## config.mk

```make
export PLATFORM = sky130hd
export DESIGN_NAME = fetch_sequencer
export DESIGN_NICKNAME = d
export VERILOG_FILES = /design/src/rtl/cpu8_pkg.sv /design/src/rtl/fetch_sequencer.sv
export SDC_FILE = /design/constraint.sdc
export NUM_CORES = 1
export LEC_CHECK = 0
export BUFFER_PORTS_ARGS = -buffer_cell sky130_fd_sc_hd__buf_2
export CAP_MARGIN = 20
export CORE_ASPECT_RATIO = 0.9
export CORE_MARGIN = 10
export CORE_UTILIZATION = 46
export DETAILED_ROUTE_END_ITERATION = 16
export PLACE_DENSITY_LB_ADDON = 0.2
export SLEW_MARGIN = 15
export SYNTH_ARGS = -nofsm -noshare
export SYNTH_HDL_FRONTEND = slang
export SYNTH_SLANG_ARGS = --single-unit
```

## constraint.sdc

```tcl
create_clock -name clk -period 1.4 [get_ports clk]
set_input_delay 0.28 -clock clk [delete_from_list [all_inputs] [get_ports clk]]
set_output_delay 0.28 -clock clk [all_outputs]
set_load 0.1 [all_outputs]
```

## src/rtl/cpu8_pkg.sv

```systemverilog
// Shared definitions for the cpu8 core: opcode encodings and
// the fetch/decode/execute stage enumeration used by the sequencer.
package cpu8_pkg;

    localparam int OPC_W = 3;

    localparam logic [OPC_W-1:0] OP_LW   = 3'b000;
    localparam logic [OPC_W-1:0] OP_SW   = 3'b001;
    localparam logic [OPC_W-1:0] OP_JMP  = 3'b010;
    localparam logic [OPC_W-1:0] OP_ADD  = 3'b011;
    localparam logic [OPC_W-1:0] OP_ADDI = 3'b100;
    localparam logic [OPC_W-1:0] OP_SUB  = 3'b101;

    typedef enum logic [2:0] {
        ST_FETCH     = 3'd0,
        ST_DECODE    = 3'd1,
        ST_EXECUTE   = 3'd2,
        ST_MEMORY    = 3'd3,
        ST_WRITEBACK = 3'd4
    } stage_e;

    function automatic logic is_mem_op(input logic [OPC_W-1:0] op);
        return (op == OP_LW) || (op == OP_SW);
    endfunction

    // 110 and 111 are unassigned encodings
    function automatic logic is_illegal_op(input logic [OPC_W-1:0] op);
        return op[2] & op[1];
    endfunction

endpackage

```

## src/rtl/fetch_sequencer.sv

```systemverilog
// Multi-cycle instruction sequencer: fetches one 8-bit word, then walks it
// through decode/execute/memory/writeback, tracking pc and retired count.
module fetch_sequencer
    import cpu8_pkg::*;
#(
    parameter logic [7:0] RESET_PC = 8'h00
) (
    input  logic       clk,
    input  logic       reset,
    input  logic       halt,
    input  logic       imem_ready,
    input  logic [7:0] imem_rdata,
    input  logic       jump,
    output logic       imem_req,
    output logic [7:0] pc,
    output logic [7:0] instr,
    output logic [2:0] opcode,
    output logic       id_stage,
    output logic       ex_stage,
    output logic       mem_stage,
    output logic       wb_stage,
    output logic       illegal,
    output logic [7:0] retired
);

    stage_e     r_state;
    logic [7:0] r_pc;
    logic [7:0] r_instr;
    logic [7:0] r_retired;
    logic       r_illegal;
    logic       r_id;
    logic       r_ex;
    logic       r_mem;
    logic       r_wb;
    logic [2:0] w_op;
    logic       w_fetch_go;

    assign w_op       = r_instr[7:5];
    assign w_fetch_go = (r_state == ST_FETCH) && !halt && imem_ready;

    // Request is the only output that must react to halt in the same cycle
    assign imem_req  = (r_state == ST_FETCH) && !halt && !reset;
    assign pc        = r_pc;
    assign instr     = r_instr;
    assign opcode    = w_op;
    assign retired   = r_retired;
    assign illegal   = r_illegal;
    assign id_stage  = r_id;
    assign ex_stage  = r_ex;
    assign mem_stage = r_mem;
    assign wb_stage  = r_wb;

    always_ff @(posedge clk) begin
        if (reset) begin
            r_state   <= ST_FETCH;
            r_pc      <= RESET_PC;
            r_instr   <= 8'h00;
            r_retired <= 8'h00;
            r_illegal <= 1'b0;
            r_id      <= 1'b0;
            r_ex      <= 1'b0;
            r_mem     <= 1'b0;
            r_wb      <= 1'b0;
        end else begin
            unique case (r_state)
                ST_FETCH: begin
                    if (w_fetch_go) begin
                        r_instr <= imem_rdata;
                        r_pc    <= r_pc + 8'd1;
                        r_id    <= 1'b1;
                        r_state <= ST_DECODE;
                    end
                end
                ST_DECODE: begin
                    r_id <= 1'b0;
                    if (is_illegal_op(w_op)) begin
                        r_illegal <= 1'b1;
                    end
                    if (jump) begin
                        r_pc      <= {3'b000, r_instr[4:0]};
                        r_retired <= r_retired + 8'd1;
                        r_state   <= ST_FETCH;
                    end else begin
                        r_ex    <= 1'b1;
                        r_state <= ST_EXECUTE;
                    end
                end
                ST_EXECUTE: begin
                    r_ex <= 1'b0;
                    if (is_mem_op(w_op)) begin
                        r_mem   <= 1'b1;
                        r_state <= ST_MEMORY;
                    end else begin
                        r_wb    <= 1'b1;
                        r_state <= ST_WRITEBACK;
                    end
                end
                ST_MEMORY: begin
                    r_mem   <= 1'b0;
                    r_wb    <= 1'b1;
                    r_state <= ST_WRITEBACK;
                end
                ST_WRITEBACK: begin
                    r_wb      <= 1'b0;
                    r_retired <= r_retired + 8'd1;
                    r_state   <= ST_FETCH;
                end
                default: begin
                    r_id    <= 1'b0;
                    r_ex    <= 1'b0;
                    r_mem   <= 1'b0;
                    r_wb    <= 1'b0;
                    r_state <= ST_FETCH;
                end
            endcase
        end
    end

endmodule

```

==> results by group <==
Status
  • Status: finished with violations
  • Failing checks: negative setup slack

Synthesis
  • Seq/Total Area, Yosys: 41.5%
  • Unique masters post-synth: 38
  • Flops & latches, synth: 32
  • Synth Area in Simple Gates: 25.5%
  • EDFF count, synth: 0
  • Synthesized Nets: 197
  • XOR/XNOR Fraction of Synth Area: around 3.4%
  • Synth Area in Compound Gates: 19.3%
  • Adder-cell area share of the yosys netlist: under 10%
  • Area leader, netlist: dfxtp_1
  • Yosys warns: 0
  • Proportion of synthesized area in mux cells: 2.02%
  • Largest family of logic cells by synthesized area: simple AND/OR/NAND/NOR gates
  • Async SR Flop Fraction: 0%
  • Mean Syn Cell Area: 8.49 um2
  • Syn Inst Count: around 180
  • Main flop type after synthesis: dfxtp_1
  • Synth area leaders: dfxtp_1, a21oi_1, nand3_1, nor2_1, xnor2_1
  • Mapped Area: 1550 um2
  • Post-synth top area share: 41.5%

Drt
  • WL/cell: between 15 and 20 um
  • Initial DRC Count: 115
  • First-pass iteration count of the detailed router: 4
  • Number of vias per cell: 5.47
  • Final wirelength: between 4 and 5 mm
  • DR vias: 1,592
  • Drt drc: 0
  • Post-route ant nets: 0

Clock tree
  • CTS Root Cell: clkbuf_8
  • H-tree levels: 2
  • Post-CTS Hold Fix Bufs: 0
  • Num Clock Sinks: 32
  • Clk Latency, worst-skew pair: 0.29 ns
  • Max clock buf depth: 2
  • CTS clock-pin slew for the worst setup and hold paths: 0.06 ns
  • CTS Buf Count: 5
  • CTS tree: built

Setup path
  • Crit path max fanout: 2
  • Critical Path AT: 1.38 ns
  • WS Path Type: reg2out
  • R2R cell count: 7
  • CP required: around 1.1 ns
  • Worst r2r src: r_state[0]
  • Critical Path Sink: imem_req
  • CP Capture Type: primary output
  • Startpoint type of the worst setup path: flip-flop
  • Crit. Startpoint: r_state[0]
  • R2r setup slk: -0.23 ns
  • Reg2reg end: retired[5]

Final layout
  • Filler Cells Inserted: 224
  • Synth-to-Final Area Change: 59.3%
  • Layout Cells excl Fill: 291
  • Commonest non-fill, non-tap cells in the layout: buf_2, buf_4, a21oi_1
  • FF+latch area: 706 um2
  • Final Cell Area: between 2000 and 2500 um2
  • ANT cells: 0
  • Multi-input gate area: 1000 um2
  • Number of nets in the layout: 264
  • Share of post-route cells with drive strength above 1: between 50% and 60%
  • Commonest non-fill, non-tap cell in the layout: buf_2

STA
  • Setup Skew: 0.00572 ns
  • Max Clock Freq: 0.601 GHz
  • Max-slew headroom at the worst pin: about two thirds
  • Final setup violation count: 22
  • Crit path time final: 1.66 ns
  • Final period util: 119%
  • RSZ-0062 raised after global routing: yes
  • Worst setup margin: -0.263 ns
  • Slew @ Worst Pin: 0.499 ns
  • Final Slew Violations: 0
  • Fin. Hold Viols: 0

Placement
  • HPWL after detailed placement: 3.41 mm
  • Worst slack, placed: -0.154 ns
  • Routability cong.: 0.831
  • Placed cell count: 276
  • Placed inst area: 2160 um2
  • Port-buffer cells: 45

Floorplanning
  • Core area: 3140 um2
  • Die Width: 81.1 um
  • Rows: 19
  • Die area: 6080 um2
  • # IOs: 46
  • DIE HEIGHT: 75.0 um
  • Starting density of the core: 49.2%

Power and ir drop
  • Peak supply drop: 0.000689 V
  • Static Leak: between 0.9 and 1 nW
  • PwrDens: 910 nW/um2

Global route
  • Global-route wire length before repair: 7.41 mm
  • Total gr overflow: 0
  • Number of global-route vias before repair: about 1,600
  • Pin count of the biggest net entering global routing: 18
  • Initial antenna violation count: 0
  • Tot GR Track Use: 15.5%

Min path
  • Type of the most critical hold path: in2reg

Flow run
  • Max-Cap Viols: 0
worst max-delay path, cell delays in order, from the launching register on:
cell and delay [ns]:
dfxtp_2 0.33, nor4_4 0.29, buf_6 0.15, nor2b_4 0.15, buf_12 0.18
logic make-up after synthesis:
group | after synthesis
AOI/OAI and AO/OA | 47
xor gates and xnor gates | 6
adders and majority gates | 2
buffers and inverters | 19
DFF | 32
muxes | 3
and+or+nand+nor | 73
power breakdown:
part	internal [mW]	total [mW]	switching, mW
Sequential	0.926	0.968	0.0418
Combinational	0.212	0.618	0.407
Clock	0.337	0.653	0.316
Total	1.47	2.24	0.765
metrics by stage:
step / hold WS (ns) / util, % / power [mW] / setup TNS, ns
global placement: 0.451 / 68.9 / 1.52 / -0.362
global route: 0.244 / 78.4 / 2.33 / -4.29
CTS: 0.228 / 74.7 / 2.21 / -0.802
finish: 0.230 / 78.4 / 2.24 / -2.43
detailed placement: 0.453 / 68.9 / 1.53 / -0.656
floorplan: 0.420 / - / 1.38 / -0.220
how the worst min path moves through the flow:
stage / from / cells after the start / slack, ns / to
after detailed placement: illegal / 2 / 0.45 / illegal
after global routing: imem_rdata[4] / 3 / 0.24 / instr[4]
after global placement: illegal / 2 / 0.45 / illegal
final: imem_rdata[6] / 3 / 0.23 / instr[6]
after CTS: imem_rdata[6] / 3 / 0.23 / instr[6]
after floorplan: imem_rdata[1] / 2 / 0.42 / instr[1]
layer usage:
layer	vias up	track usage, %	wire length (um)
met4	0	6.33	69
met2	58	24.6	2210
met1	745	18.8	2090
met3	8	5.60	449
li1	781	-	-
met5	-	0	0
what timing repair did:
action | 4_1_cts | 5_1_grt
pin swaps | 17 | 19
cloned | 0 | 0
setup buffers | 5 | 4
hold endpoints to repair | 0 | 0
resized for setup | 16 | 30
endpoints found under the setup margin | 8 | 32
cell usage after synthesis (2+ instances only):
master	n
or3_1	3
nor2_1	17
nand2_1	13
dfxtp_1	32
nand3_1	14
a2111oi_2	3
buf_2	5
mux2i_1	2
inv_1	4
o21ai_0	10
buf_4	3
buf_6	2
nor2b_1	3
ha_1	2
and2_1	5
nand4_1	3
nor3b_1	3
a31oi_1	3
nor3_1	3
and3_1	3
a21oi_1	20
clkbuf_1	4
a211oi_1	5
xnor2_1	6
registers in the layout, summed over array words and instances (netlist names):
| register | count |
|---|---|
| r_state | 3 |
| wb_stage | 1 |
| mem_stage | 1 |
| illegal | 1 |
| pc | 8 |
| id_stage | 1 |
| retired | 8 |
| ex_stage | 1 |
| instr | 8 |
cell type report:
type                            instances  share of cell area, %
Multi-Input combinational cell        131                   40.8
Tap cell                               42                   2.14
Sequential cell                        32                   28.7
Clock inverter                          1                  0.203
Inverter                                4                  0.610
Timing Repair Buffer                   75                   24.7
Clock buffer                            6                   2.95
Note: power is estimated with default switching activity, not from simulation.
